<file path="config.mk">
export PLATFORM = sky130hd
export DESIGN_NAME = switch_debouncer
export DESIGN_NICKNAME = d
export VERILOG_FILES = /design/src/rtl/switch_debouncer.sv
export SDC_FILE = /design/constraint.sdc
export NUM_CORES = 1
export LEC_CHECK = 0
export CELL_PAD_IN_SITES_DETAIL_PLACEMENT = 1
export CELL_PAD_IN_SITES_GLOBAL_PLACEMENT = 1
export CORE_UTILIZATION = 45
export DETAILED_ROUTE_END_ITERATION = 8
export PLACE_DENSITY = 0.88
export SLEW_MARGIN = 20
export SYNTH_ARGS = -nofsm -noshare
export SYNTH_HDL_FRONTEND = slang
export SYNTH_SLANG_ARGS = --single-unit
</file>
<file path="constraint.sdc">
create_clock -name clk -period 3.72 [get_ports clk]
set_clock_uncertainty 0.1 [all_clocks]
set_input_delay 0.372 -clock clk [delete_from_list [all_inputs] [get_ports clk]]
set_output_delay 0.372 -clock clk [all_outputs]
set_load 0.03 [all_outputs]
</file>
<file path="src/rtl/switch_debouncer.sv">
// Whole-vector switch debouncer: a new value commits STABLE_CYCLES edges after it is first sampled.
// No backpressure; rise/fall/changed are single-cycle pulses coincident with the SW_db update.
module switch_debouncer #(
  parameter int WIDTH         = 10,
  parameter int STABLE_CYCLES = 50000,
  parameter int CNT_W         = $clog2(STABLE_CYCLES + 1)
) (
  input  logic             clk,
  input  logic             reset_n,
  input  logic [WIDTH-1:0] SW_sync,
  output logic [WIDTH-1:0] SW_db,
  output logic [WIDTH-1:0] rise,
  output logic [WIDTH-1:0] fall,
  output logic             changed,
  output logic             busy
);

  typedef enum logic {IDLE, SETTLING} state_t;

  localparam logic [CNT_W-1:0] CNT_LAST = CNT_W'(STABLE_CYCLES - 1);

  state_t             state_q, state_d;
  logic [WIDTH-1:0]   cand_q, cand_d;
  logic [CNT_W-1:0]   cnt_q, cnt_d;
  logic [WIDTH-1:0]   sw_db_q, sw_db_d;
  logic [WIDTH-1:0]   rise_q, rise_d;
  logic [WIDTH-1:0]   fall_q, fall_d;
  logic               changed_q, changed_d;
  logic               busy_q, busy_d;

  always_comb begin
    state_d   = state_q;
    cand_d    = cand_q;
    cnt_d     = cnt_q;
    sw_db_d   = sw_db_q;
    rise_d    = '0;
    fall_d    = '0;
    changed_d = 1'b0;

    // A fresh sample always wins, even on what would have been the commit edge.
    if (SW_sync != cand_q) begin
      cand_d  = SW_sync;
      cnt_d   = '0;
      state_d = (SW_sync != sw_db_q) ? SETTLING : IDLE;
    end else if (state_q == SETTLING && cnt_q == CNT_LAST) begin
      sw_db_d   = cand_q;
      rise_d    = cand_q & ~sw_db_q;
      fall_d    = ~cand_q & sw_db_q;
      changed_d = 1'b1;
      cnt_d     = '0;
      state_d   = IDLE;
    end else if (state_q == SETTLING) begin
      cnt_d = cnt_q + CNT_W'(1);
    end else begin
      cnt_d = '0;
    end

    busy_d = (state_d == SETTLING);
  end

  always_ff @(posedge clk or negedge reset_n) begin
    if (!reset_n) begin
      state_q   <= IDLE;
      cand_q    <= '0;
      cnt_q     <= '0;
      sw_db_q   <= '0;
      rise_q    <= '0;
      fall_q    <= '0;
      changed_q <= 1'b0;
      busy_q    <= 1'b0;
    end else begin
      state_q   <= state_d;
      cand_q    <= cand_d;
      cnt_q     <= cnt_d;
      sw_db_q   <= sw_db_d;
      rise_q    <= rise_d;
      fall_q    <= fall_d;
      changed_q <= changed_d;
      busy_q    <= busy_d;
    end
  end

  assign SW_db   = sw_db_q;
  assign rise    = rise_q;
  assign fall    = fall_q;
  assign changed = changed_q;
  assign busy    = busy_q;

endmodule

</file>
After elaboration in Yosys (flattened, before gate mapping). Index checks and enable logic that the tools add are counted. W data, S select, Z words.

Bits in registers: 58. Output and inout port bits: 32. Bits of input ports: 12.

$add $sub $neg: 1. Multiplexer cells: 12. Reductions and logical operators: 3. Bitwise logic cells: 5. Equality and inequality tests: 3.

Operators by type and width (number): $mux W16 (3); $mux W10 (4); $and A10 B10 Y10 (2); $ne A10 B10 Y1 (2); $not A10 Y10 (2); $add A16 B1 Y16 const B (1); $eq A16 B16 Y1 const B (1); $mux W1 (5); $reduce_and A2 Y1 (1); $reduce_bool A2 Y1 (1); $logic_and A1 B1 Y1 (1); $not A1 Y1 (1).

Depth between registers and ports, before layout. Gate-level depths: netlist of run 1.

Depth in word-level cells: 4. Gate-level depth with buffers: 7. Gate-level depth less buffers: 5.

Worst setup path before layout of run 1. No wires, ideal clock.

Path type: reg-to-reg. Start point: register cnt_q[13]. End point: register sw_db_q[0], in the netlist SW_db[0]. Required time: 3.495 ns. Library setup time: 0.125 ns. Data arrival time: 1.798 ns. Setup slack: 1.697 ns. Stages on the path, launching flop included: 5. Buffers on the path: 0. Cells stage by stage: dfrtp_1 > or4b_1 > nor4_2 > nand4_4 > mux2_2.

Word-level cells in the longest chain between the ends: 3.

Ends and longest elaborated chain: from (decl) (RTL line 24) `logic [CNT_W-1:0] cnt_q, cnt_d;`; from (signal assigned) (RTL line 74) `cnt_q <= cnt_d;`; $eq A16 B16 Y1 (RTL line 45) `end else if (state_q == SETTLING && cnt_q == CNT_LAST) begin`; $logic_and A1 B1 Y1 (RTL line 45); $reduce_and A2 Y1 (no line); to (signal assigned) (RTL line 75) `sw_db_q <= sw_db_d;`; to (decl) (RTL line 25) `logic [WIDTH-1:0] sw_db_q, sw_db_d;`.

No other way between the ends. A chain may end at the register's enable or synchronous reset.

Worst setup path after layout of run 1.
Start point: input port SW_sync[0]. End point: register rise_q[9], in the netlist rise[9].

Word-level cells in the longest chain between the ends: 2.

Ends and longest elaborated chain: from (decl) (RTL line 10) `input logic [WIDTH-1:0] SW_sync,`; $ne A10 B10 Y1 (RTL line 41) `if (SW_sync != cand_q) begin`; $mux W10 (RTL line 41); named net rise_d[9] (RTL line 26) `logic [WIDTH-1:0] rise_q, rise_d;`; to (signal assigned) (RTL line 76) `rise_q <= rise_d;`; to (decl) (RTL line 26).

The timed path passes the listed nets, and every way through them passes these cells.

==> summary.txt, run 1 <==
Run status
  • Outcome: complete, no violations

Floorplanning
  • Die Y: 77.0 um
  • Initial Util: 48.0%
  • Core ar.: 5270 um^2
  • Die Footprint: 5920 um^2
  • Die span in x: 77.0 um
  • Num rows: 26
  • I/O Pins: 44

Timing
  • RSZ-0062 raised after global routing: no
  • Max Fclk: 362 MHz
  • Tcrit/Tclk final: 74.3%
  • Slew at the pin closest to its max-slew limit: 0.829 ns
  • Hold Vio Cnt, Final: 0
  • Final setup vio count: 0
  • Final min period: 2.76 ns
  • Max-slew violations: 0
  • Headroom to the max-slew limit: 44.7%
  • Setup TNS: 0 ns

Power and ir drop
  • Total power: 1.29 mW
  • Pwr/cell area: 406 nW/um^2
  • Leak Pwr: 1.30 nW
  • VDD IR max: 0.000303 V

Global routing
  • Largest net degree at the start of global routing: 38
  • Initial antenna violation count: 0
  • Vias in the first global route: 1,971
  • First-pass GRT wire length: 10,400 um
  • Gr usage total: 23.5%
  • Total grt overflow: 0

Worst setup path
  • Crit-path slowest cell: nor4_1
  • Worst setup path class: input pin to flop
  • CP cell instances: clkdlybuf4s50_1 > xor2_1 > nor4_1 > nand3_1 > buf_4 > nor4b_1
  • R2R cell count: 5
  • Worst path required time: 3.82 ns
  • CP peak stage delay: 0.71 ns
  • Critical path startpoint category: input pin
  • Worst Path Max Fanout: 31
  • Critical path endpoint category: flop
  • Worst EP arrival: 2.87 ns

Cells and area
  • Fin util: 60.4%
  • NumNets Final: 264
  • Filler Cell Count: 548
  • P&R area growth vs syn: 25.9%
  • Diodes inserted: 0
  • Share of layout cells above drive strength 1: 12.2%

Detailed routing
  • Average wire per standard cell: 18.6 um
  • Vias per inst: 5.56
  • TritonRoute pass-1 iters: 4
  • DRT Wirelength: 6050 um
  • DR DRC count: 0
  • DR vias: 1,808
  • Antenna-violating nets left: 0
  • Drt first-iter violations: 54

Placed design
  • Final RePlAce weighted congestion: 0.801
  • Port Buffers: 43
  • HPWL after DPL: 4130 um

CTS
  • Hold Buf Count CTS: 0
  • Clock buffers created by TritonCTS: 9
  • Clock root cell: clkbuf_8
  • CTS tree: built
  • Clock Latency Late Sink: 0.33 ns
  • CTS resizes: 0
  • Post-CTS Setup Bufs: 0
  • Clk sinks: 58
  • H-tree lvl count: 3
  • CTS clk-pin slew, worst paths: 0.06 ns
  • Bufs on Longest Clock Path: 2

Yosys
  • Ys flop type: dfrtp_1
  • Most area-consuming cells after synthesis: dfrtp_1, xor2_1, mux2_2
  • Synth Instances: 214
  • Syn avg cell area: 11.8 um^2
  • Top cell type's share of synthesized area: 57.4%
  • Commonest cells in the synthesized netlist: dfrtp_1, xor2_1, nor3_1, nor4_1, clkbuf_1
  • Most common cell in the netlist: dfrtp_1
  • Synthesis-stage register bit count: 58
  • Post-synth ARST share: 100%
  • Cell variety after synth: 28
  • Synth warn: 0
  • Register area share after synthesis: 57.4%
  • Net Count, Synth: 227
  • Leading area contributor after synthesis: dfrtp_1
  • EDFF count, synth: 0
  • Mapped cell area: 2530 um^2

Min path
  • HP Class: input pin to asynchronous set/reset pin

Flow run
  • Max_cap viols: 0
-- layout by cell type, fill, tap and decap left out, types with 2 or more instances in the layout --
master / synthesis / layout
or4b_1: 2 / 2
nor4b_1: 10 / 10
inv_1: 12 / 12
xor2_1: 19 / 19
mux2_2: 10 / 10
and4_1: 2 / 2
nor2_1: 3 / 3
or4_1: 2 / 2
a211oi_1: 3 / 3
nand4b_1: 2 / 2
and3_1: 2 / 2
dfrtp_1: 58 / 58
clkbuf_8: 0 / 12
buf_4: 0 / 2
o31ai_1: 3 / 3
nand2_1: 5 / 5
nand3_1: 6 / 6
clkdlybuf4s50_1: 0 / 42
nor4_1: 15 / 15
nor3_1: 15 / 15
nand4_1: 7 / 7
xnor2_1: 12 / 12
-- report_power, final --
group | total [mW] | leakage, nW | switching, mW | internal [mW]
combinational | 0.0501 | 0.414 | 0.0295 | 0.0206
clock | 0.599 | 0.106 | 0.239 | 0.360
sequential | 0.643 | 0.782 | 0.00693 | 0.636
total | 1.29 | 1.30 | 0.275 | 1.02
-- metrics by stage --
stage          hold slack (ns)  instances  cell area, um^2  setup slack [ns]
3_5_place_dp             0.389        310             2980             0.642
2_1_floorplan          -0.0236        214             2530              1.70
3_3_place_gp             0.384        310             2980             0.930
4_1_cts                 0.0510        325             3180             0.932
5_1_grt                  0.109        325             3180             0.763
6_report                0.0364        325             3180             0.955
-- critical path: cells and delay by family --
| kind | cells | cell delay, ns |
|---|---|---|
| AND/OR/NAND/NOR | 3 | 1.47 |
| buffers and inverters | 2 | 0.84 |
| XOR/XNOR | 1 | 0.17 |
-- final cells by class --
type                            count  area [um^2]  share of cell area (%)
Clock buffer                       13          169                    5.31
Clock inverter                      2         35.0                    1.10
Inverter                           12         45.0                    1.42
Multi-Input combinational cell    125          955                    30.0
Sequential cell                    58         1450                    45.6
Tap cell                           70         87.6                    2.75
Timing Repair Buffer               45          440                    13.8
-- registers in the layout (all words and copies together) (netlist names) --
| register | cells |
|---|---|
| busy | 1 |
| fall | 10 |
| changed | 1 |
| SW_db | 10 |
| cand_q | 10 |
| cnt_q | 16 |
| rise | 10 |
-- per-layer routing --
layer,vias to the layer above,GRT usage (%),part of all wire [%]
met3,9,4.88,4.4
met2,50,39.2,51
li1,835,-,-
met4,0,11.9,2.1
met1,914,28.7,42
met5,-,0,0
-- cells by family (layout without fill, tap and decap cells) --
kind of cell / count (synthesis) / after routing / synth area share [%]
muxes: 11 / 11 / 4.85
buffers and inverters: 31 / 72 / 4.85
DFF: 58 / 58 / 57.4
adders and majority gates: 1 / 1 / 0.495
and+or+nand+nor: 75 / 75 / 19.5
AOI/OAI and AO/OA: 7 / 7 / 2.18
xor gates and xnor gates: 31 / 31 / 10.7
-- worst paths after layout --
kind / startpoint / endpoint / slack [ns]
max in group asynchronous: reset_n / fall[4]$_DFF_PN0_ / 2.68
min reg2reg: cnt_q[0]$_DFF_PN0_ / cnt_q[0]$_DFF_PN0_ / 0.40
max: SW_sync[0] / rise[9]$_DFF_PN0_ / 0.96
min in group clk: cnt_q[0]$_DFF_PN0_ / cnt_q[0]$_DFF_PN0_ / 0.40
min: reset_n / cnt_q[2]$_DFF_PN0_ / 0.04
max reg2reg: cand_q[0]$_DFFE_PN0N_ / rise[9]$_DFF_PN0_ / 1.05
Note: power is estimated with default switching activity, not from simulation.
==> inputs of run 2 (changes only) <==
--- a/config.mk
+++ b/config.mk
@@ -7,9 +7,9 @@
 export LEC_CHECK = 0
 export CELL_PAD_IN_SITES_DETAIL_PLACEMENT = 1
 export CELL_PAD_IN_SITES_GLOBAL_PLACEMENT = 1
-export CORE_UTILIZATION = 45
+export CORE_UTILIZATION = 41
 export DETAILED_ROUTE_END_ITERATION = 8
-export PLACE_DENSITY = 0.88
+export PLACE_DENSITY = 0.81
 export SLEW_MARGIN = 20
 export SYNTH_ARGS = -nofsm -noshare
 export SYNTH_HDL_FRONTEND = slang
==> constraint.sdc (replaced) <==
create_clock -name clk -period 2.8 [get_ports clk]
set_clock_uncertainty 0.1 [all_clocks]
set_input_delay 0.28 -clock clk [delete_from_list [all_inputs] [get_ports clk]]
set_output_delay 0.28 -clock clk [all_outputs]
set_load 0.03 [all_outputs]
==> run 2 against run 1 <==
  * Sequential share of layout area down 0.96 points
  * Die area up 9.5%
  * Highest routed layer unchanged
  * Global-route usage down 2.1 points
  * Count of clock-buffer cells in the layout down 2
  * Critical path type is now flop to flop
  * Worst hold slack better by 0.32 ns
  * Clock power up 42%
  * Power up 37%
  * Register-to-register slack worse by 0.48 ns
==> summary.txt, run 2 (synthesis gave the netlist of run 1 again) <==
Cells and area
  • Post-route insts no fill: 337 (+3.7%)
  • NumNets Final: 270 (+2.3%)
  • P&R area growth vs syn: 28.6%
  • Commonest non-fill, non-tap cell in the layout: dfrtp_1
  • Diodes inserted: 0 (unchanged)
  • Top reg by flops: cnt_q
  • Max FFs per register: 16 (unchanged)
  • Design Area, Final: 3250 um^2 (+2.2%)
  • Share of layout cells above drive strength 1: 14.1% (+2.0 points)
  • Most frequent cells in the layout: dfrtp_1, clkdlybuf4s50_1, xor2_1, nor4_1, nor3_1

Placed design
  • Port Buffers: 43 (unchanged)
  • Placed inst area: 3020 um^2 (+1.5%)
  • HPWL after DPL: 4170 um (+1.0%)
  • Final RePlAce weighted congestion: 0.796 (-0.56%)
  • Post-Place Cells: 320 (+3.2%)

Floorplanning
  • Initial Util: 42.7% (-5.3 points)
  • Die Y: 80.5 um (+4.6%)
  • Die span in x: 80.5 um (+4.6%)
  • Num rows: 28 (+7.7%)
  • I/O Pins: 44 (unchanged)
  • Die Footprint: 6490 um^2 (+9.5%)
  • Core ar.: 5920 um^2 (+12%)

Detailed routing
  • TritonRoute pass-1 iters: 4 (unchanged)
  • DR vias: 1,847 (+2.2%)
  • DRT Wirelength: 6080 um (+0.55%)
  • Antenna-violating nets left: 0 (unchanged)
  • Drt first-iter violations: 45 (-17%)
  • Average wire per standard cell: 18.0 um (-3.0%)
  • Vias per inst: 5.48 (-1.5%)
  • DR DRC count: 0 (unchanged)

CTS
  • Post-CTS Setup Bufs: 0 (unchanged)
  • Hold Buf Count CTS: 1 (+1)
  • Clock buffers created by TritonCTS: 9 (unchanged)
  • Clock Latency Late Sink: 0.33 ns (about the same)
  • Clock root cell: clkbuf_8
  • H-tree lvl count: 3 (unchanged)
  • CTS tree: built
  • CTS resizes: 0 (unchanged)
  • Bufs on Longest Clock Path: 2 (unchanged)
  • Clk sinks: 58 (unchanged)
  • CTS clk-pin slew, worst paths: 0.07 ns (about the same)

Worst setup path
  • Worst EP arrival: 2.34 ns (-0.53 ns)
  • Crit path from: cnt_q[5]$_DFF_PN0_
  • Worst path required time: 2.91 ns (-0.91 ns)
  • Reg-to-reg critical path startpoint: cnt_q[5]$_DFF_PN0_
  • R2r setup slk: 0.57 ns (-0.48 ns)
  • Critical path startpoint category: flop
  • Critical path endpoint category: flop
  • Worst setup path class: flop to flop
  • Worst Path Max Fanout: 7 (-77%)
  • R2R cell count: 4 (-1)

Global routing
  • Vias in the first global route: 1,939 (-1.6%)
  • Largest net degree at the start of global routing: 31 (-18%)
  • Gr usage total: 21.4% (-2.1 points)
  • First-pass GRT wire length: 10,000 um (-3.5%)
  • Initial antenna violation count: 0 (unchanged)
  • Total grt overflow: 0 (unchanged)

Timing
  • Slew at the pin closest to its max-slew limit: 0.540 ns (-0.289 ns)
  • Tcrit/Tclk final: 79.6%
  • Hold Vio Cnt, Final: 0 (unchanged)
  • Final min period: 2.23 ns
  • RSZ-0062 raised after global routing: no
  • Setup TNS: 0 ns (unchanged)
  • Max Fclk: 449 MHz
  • Headroom to the max-slew limit: 64.0% (+19 points)
  • Final setup vio count: 0 (unchanged)
  • Max-slew violations: 0 (unchanged)

Flow run
  • Max_cap viols: 0 (unchanged)

Power and ir drop
  • Leak Pwr: 1.33 nW (+2.4%)
  • Pwr/cell area: 546 nW/um^2 (+34%)
  • VDD IR max: 0.000397 V (+31%)

Run status
  • Outcome: complete, no violations

Min path
  • HP Class: input pin to asynchronous set/reset pin
## run 2: where the power goes
part | switching (mW) | internal (mW)
Clock | 0.327 | 0.522
Sequential | 0.00986 | 0.845
Combinational | 0.0395 | 0.0309
## run 2: critical path, cell delays in order, from the launching register on
cell,delay (ns)
dfrtp_1,0.50
and3_1,0.26
nand3_1,0.21
or4_2,0.67
a211oi_1,0.36
## run 2: through the flow
stage                     hold slack [ns]  total power, mW  worst slack (ns)  utilization, %
after CTS                           0.373             1.80             0.592            54.9
after floorplan                    -0.116            0.893             0.777               -
after global placement              0.185            0.937             0.469            51.1
after global routing                0.394             1.84             0.480            54.9
final                               0.358             1.78             0.572            54.9
after detailed placement            0.200            0.940             0.400            51.1
## run 2: path summary, 6_finish.rpt
check	endpoint
setup / recovery	cnt_q[13]$_DFF_PN0_
hold / removal	fall[1]$_DFF_PN0_
setup reg to reg	cnt_q[13]$_DFF_PN0_
hold reg to reg	cnt_q[0]$_DFF_PN0_
max in group asynchronous	cand_q[4]$_DFFE_PN0N_
min in group clk	cand_q[7]$_DFFE_PN0N_
## run 2: layout make-up
class                           count  area, um^2
Multi-Input combinational cell    125         955
Sequential cell                    58        1450
Inverter                           12        45.0
Clock inverter                      5        77.6
Clock buffer                       11         141
Timing Repair Buffer               51         488
Tap cell                           75        93.8
Fill cell                         603        2670
## run 2: layer usage
metal / up-vias / wire length [um] / global-route usage, %
met5: - / 0 / 0
met4: 0 / 138 / 10.9
met3: 12 / 265 / 4.77
met2: 47 / 3140 / 35.3
met1: 942 / 2540 / 26.1
li1: 846 / - / -
==> inputs of run 3 (changes only) <==
--- a/config.mk
+++ b/config.mk
@@ -7,9 +7,9 @@
 export LEC_CHECK = 0
 export CELL_PAD_IN_SITES_DETAIL_PLACEMENT = 1
 export CELL_PAD_IN_SITES_GLOBAL_PLACEMENT = 1
-export CORE_UTILIZATION = 41
+export CORE_UTILIZATION = 37
 export DETAILED_ROUTE_END_ITERATION = 8
-export PLACE_DENSITY = 0.81
+export PLACE_DENSITY = 0.77
 export SLEW_MARGIN = 20
 export SYNTH_ARGS = -nofsm -noshare
 export SYNTH_HDL_FRONTEND = slang
==> constraint.sdc (replaced) <==
create_clock -name clk -period 2 [get_ports clk]
set_clock_uncertainty 0.1 [all_clocks]
set_input_delay 0.2 -clock clk [delete_from_list [all_inputs] [get_ports clk]]
set_output_delay 0.2 -clock clk [all_outputs]
set_load 0.03 [all_outputs]
==> run 3 against run 2 <==
  * The flow now finishes with violations (setup timing)
  * Power is 58% higher
  * Routed wire length is 26% higher
  * Flip-flop and latch count did not move
  * Largest cell class unchanged
==> summary.txt, run 3 (synthesis gave the netlist of run 1 again) <==
Run status
  • Outcome: finished, violations left
  • Failing checks: setup timing

Global routing
  • Largest net degree at the start of global routing: 48 (+55%)
  • Initial antenna violation count: 0 (unchanged)
  • Vias in the first global route: 2,153 (+11%)
  • Gr usage total: 21.6% (+0.23 points)
  • First-pass GRT wire length: 11,600 um (+16%)
  • Total grt overflow: 0 (unchanged)

Floorplanning
  • Die span in x: 84.7 um (+5.1%)
  • Core ar.: 6460 um^2 (+9.1%)
  • Die Footprint: 7170 um^2 (+11%)
  • Num rows: 29 (+3.6%)
  • Die Y: 84.7 um (+5.1%)
  • I/O Pins: 44 (unchanged)
  • Initial Util: 39.2% (-3.6 points)

Cells and area
  • Top reg by flops: cnt_q
  • Commonest non-fill, non-tap cell in the layout: dfrtp_1
  • Register area: 1450 um^2 (about the same)
  • NumNets Final: 300 (+11%)
  • Filler Cell Count: 669 (+11%)
  • Max FFs per register: 16 (unchanged)
  • Fin util: 57.2% (+2.3 points)
  • Share of layout cells above drive strength 1: 27.7% (+14 points)
  • Most frequent cells in the layout: dfrtp_1, clkdlybuf4s50_1, buf_4, xor2_1, nor3_1
  • Multi-input logic area: 1090 um^2 (+14%)
  • Diodes inserted: 0 (unchanged)
  • P&R area growth vs syn: 46.1%

Worst setup path
  • Worst path required time: 2.14 ns (-0.77 ns)
  • Critical path endpoint category: flop
  • Critical path startpoint category: flop
  • Worst Path Max Fanout: 5 (-2)
  • Worst setup path class: flop to flop
  • Worst EP arrival: 2.31 ns (-0.03 ns)

CTS
  • H-tree lvl count: 3 (unchanged)
  • CTS tree: built
  • Clock buffers created by TritonCTS: 9 (unchanged)
  • Clock Latency Late Sink: 0.35 ns (+0.02 ns)
  • Clk sinks: 58 (unchanged)
  • CTS clk-pin slew, worst paths: 0.07 ns (about the same)
  • Bufs on Longest Clock Path: 2 (unchanged)
  • Clock root cell: clkbuf_8

Power and ir drop
  • VDD IR max: 0.000457 V (+15%)
  • Leak Pwr: 1.56 nW (+17%)
  • Pwr/cell area: 761 nW/um^2 (+39%)
  • Total power: 2.81 mW (+58%)

Timing
  • Final setup vio count: 10 (+10)
  • Max-slew violations: 0 (unchanged)
  • RSZ-0062 raised after global routing: yes
  • Slew at the pin closest to its max-slew limit: 0.397 ns (-0.143 ns)
  • Max Fclk: 460 MHz (+2.5%)
  • Headroom to the max-slew limit: 73.3% (+9.3 points)
  • Final min period: 2.17 ns (-0.0539 ns)
  • Hold Vio Cnt, Final: 0 (unchanged)
  • Tcrit/Tclk final: 109% (+29 points)
  • Final WS setup: -0.174 ns (-0.746 ns)

Placed design
  • Port Buffers: 43 (unchanged)
  • Final RePlAce weighted congestion: 0.807 (+1.4%)
  • HPWL after DPL: 4590 um (+10%)

Detailed routing
  • TritonRoute pass-1 iters: 6 (+2)
  • Drt first-iter violations: 80 (+78%)
  • DRT Wirelength: 7660 um (+26%)
  • Antenna-violating nets left: 0 (unchanged)
  • DR DRC count: 0 (unchanged)
  • Vias per inst: 5.43 (-0.91%)
  • DR vias: 2,004 (+8.5%)
  • Average wire per standard cell: 20.8 um (+15%)

Min path
  • HP Class: input pin to asynchronous set/reset pin

Flow run
  • Max_cap viols: 0 (unchanged)
-- run 3: changes by cell type in the layout (fill, tap and decap cells not counted), moves of 2 or more --
cell       before  now
buf_4           7   33
nor4b_1        10    4
nor4b_2         0    6
nor4_1         15   11
nor4_4          0    3
buf_12          0    2
bufinv_16       2    4
-- run 3: report_power, final --
group | switching [mW] | total, mW | internal, mW
clock network | 0.489 | 1.47 | 0.986
registers | 0.0151 | 1.20 | 1.18
logic | 0.0765 | 0.138 | 0.0615
total | 0.580 | 2.81 | 2.23
-- run 3: layout make-up --
class,instances,share of cell area (%)
Multi-Input combinational cell,126,29.4
Inverter,12,1.22
Sequential cell,58,39.3
Clock inverter,5,3.39
Clock buffer,11,3.83
Tap cell,77,2.61
Timing Repair Buffer,80,20.3
-- run 3: timing repair --
item,in CTS,in global routing
pin swaps,2,2
endpoints found under the setup margin,15,44
cloned,1,1
endpoints found under the hold margin,58,0
buffers inserted,0,2
hold buffers,1,0
resized for setup,3,18
-- run 3: layer usage --
layer / vias to the layer above / track usage, % / share of wire (%)
li1: 910 / - / -
met1: 1033 / 26.4 / 42
met2: 47 / 36.7 / 53
met3: 14 / 6.10 / 3.4
met4: 0 / 7.55 / 1.7
met5: - / 0 / 0
-- run 3: critical path: stages, from the launching register on --
cell     delay [ns]
dfrtp_1        0.40
or4b_4         0.56
nor4_4         0.43
nand4_4        0.23
mux2_4         0.36
-- run 3: metrics by stage --
stage | cell area [um^2] | TNS [ns] | cells | setup WS [ns] | hold slack, ns
after global placement | 3250 | -2.07 | 348 | -0.156 | 0.0111
after floorplan | 2540 | -0.127 | 214 | -0.0127 | -0.196
after detailed placement | 3250 | -7.91 | 348 | -0.316 | 0.0120
after CTS | 3560 | -1.02 | 366 | -0.116 | 0.169
final | 3690 | -1.50 | 369 | -0.174 | 0.167
after global routing | 3690 | -2.43 | 369 | -0.227 | 0.216
-- run 3: worst paths after layout --
kind	startpoint	endpoint	slack (ns)	depth (start not counted)
max	cnt_q[13]$_DFF_PN0_	SW_db[2]$_DFFE_PN0P_	-0.17	4
min	reset_n	cnt_q[14]$_DFF_PN0_	0.17	2
max reg2reg	cnt_q[13]$_DFF_PN0_	SW_db[2]$_DFFE_PN0P_	-0.17	4
min reg2reg	cnt_q[0]$_DFF_PN0_	cnt_q[0]$_DFF_PN0_	0.39	1
max in group asynchronous	reset_n	fall[8]$_DFF_PN0_	1.08	3
min in group clk	SW_sync[0]	cand_q[0]$_DFFE_PN0N_	0.29	1
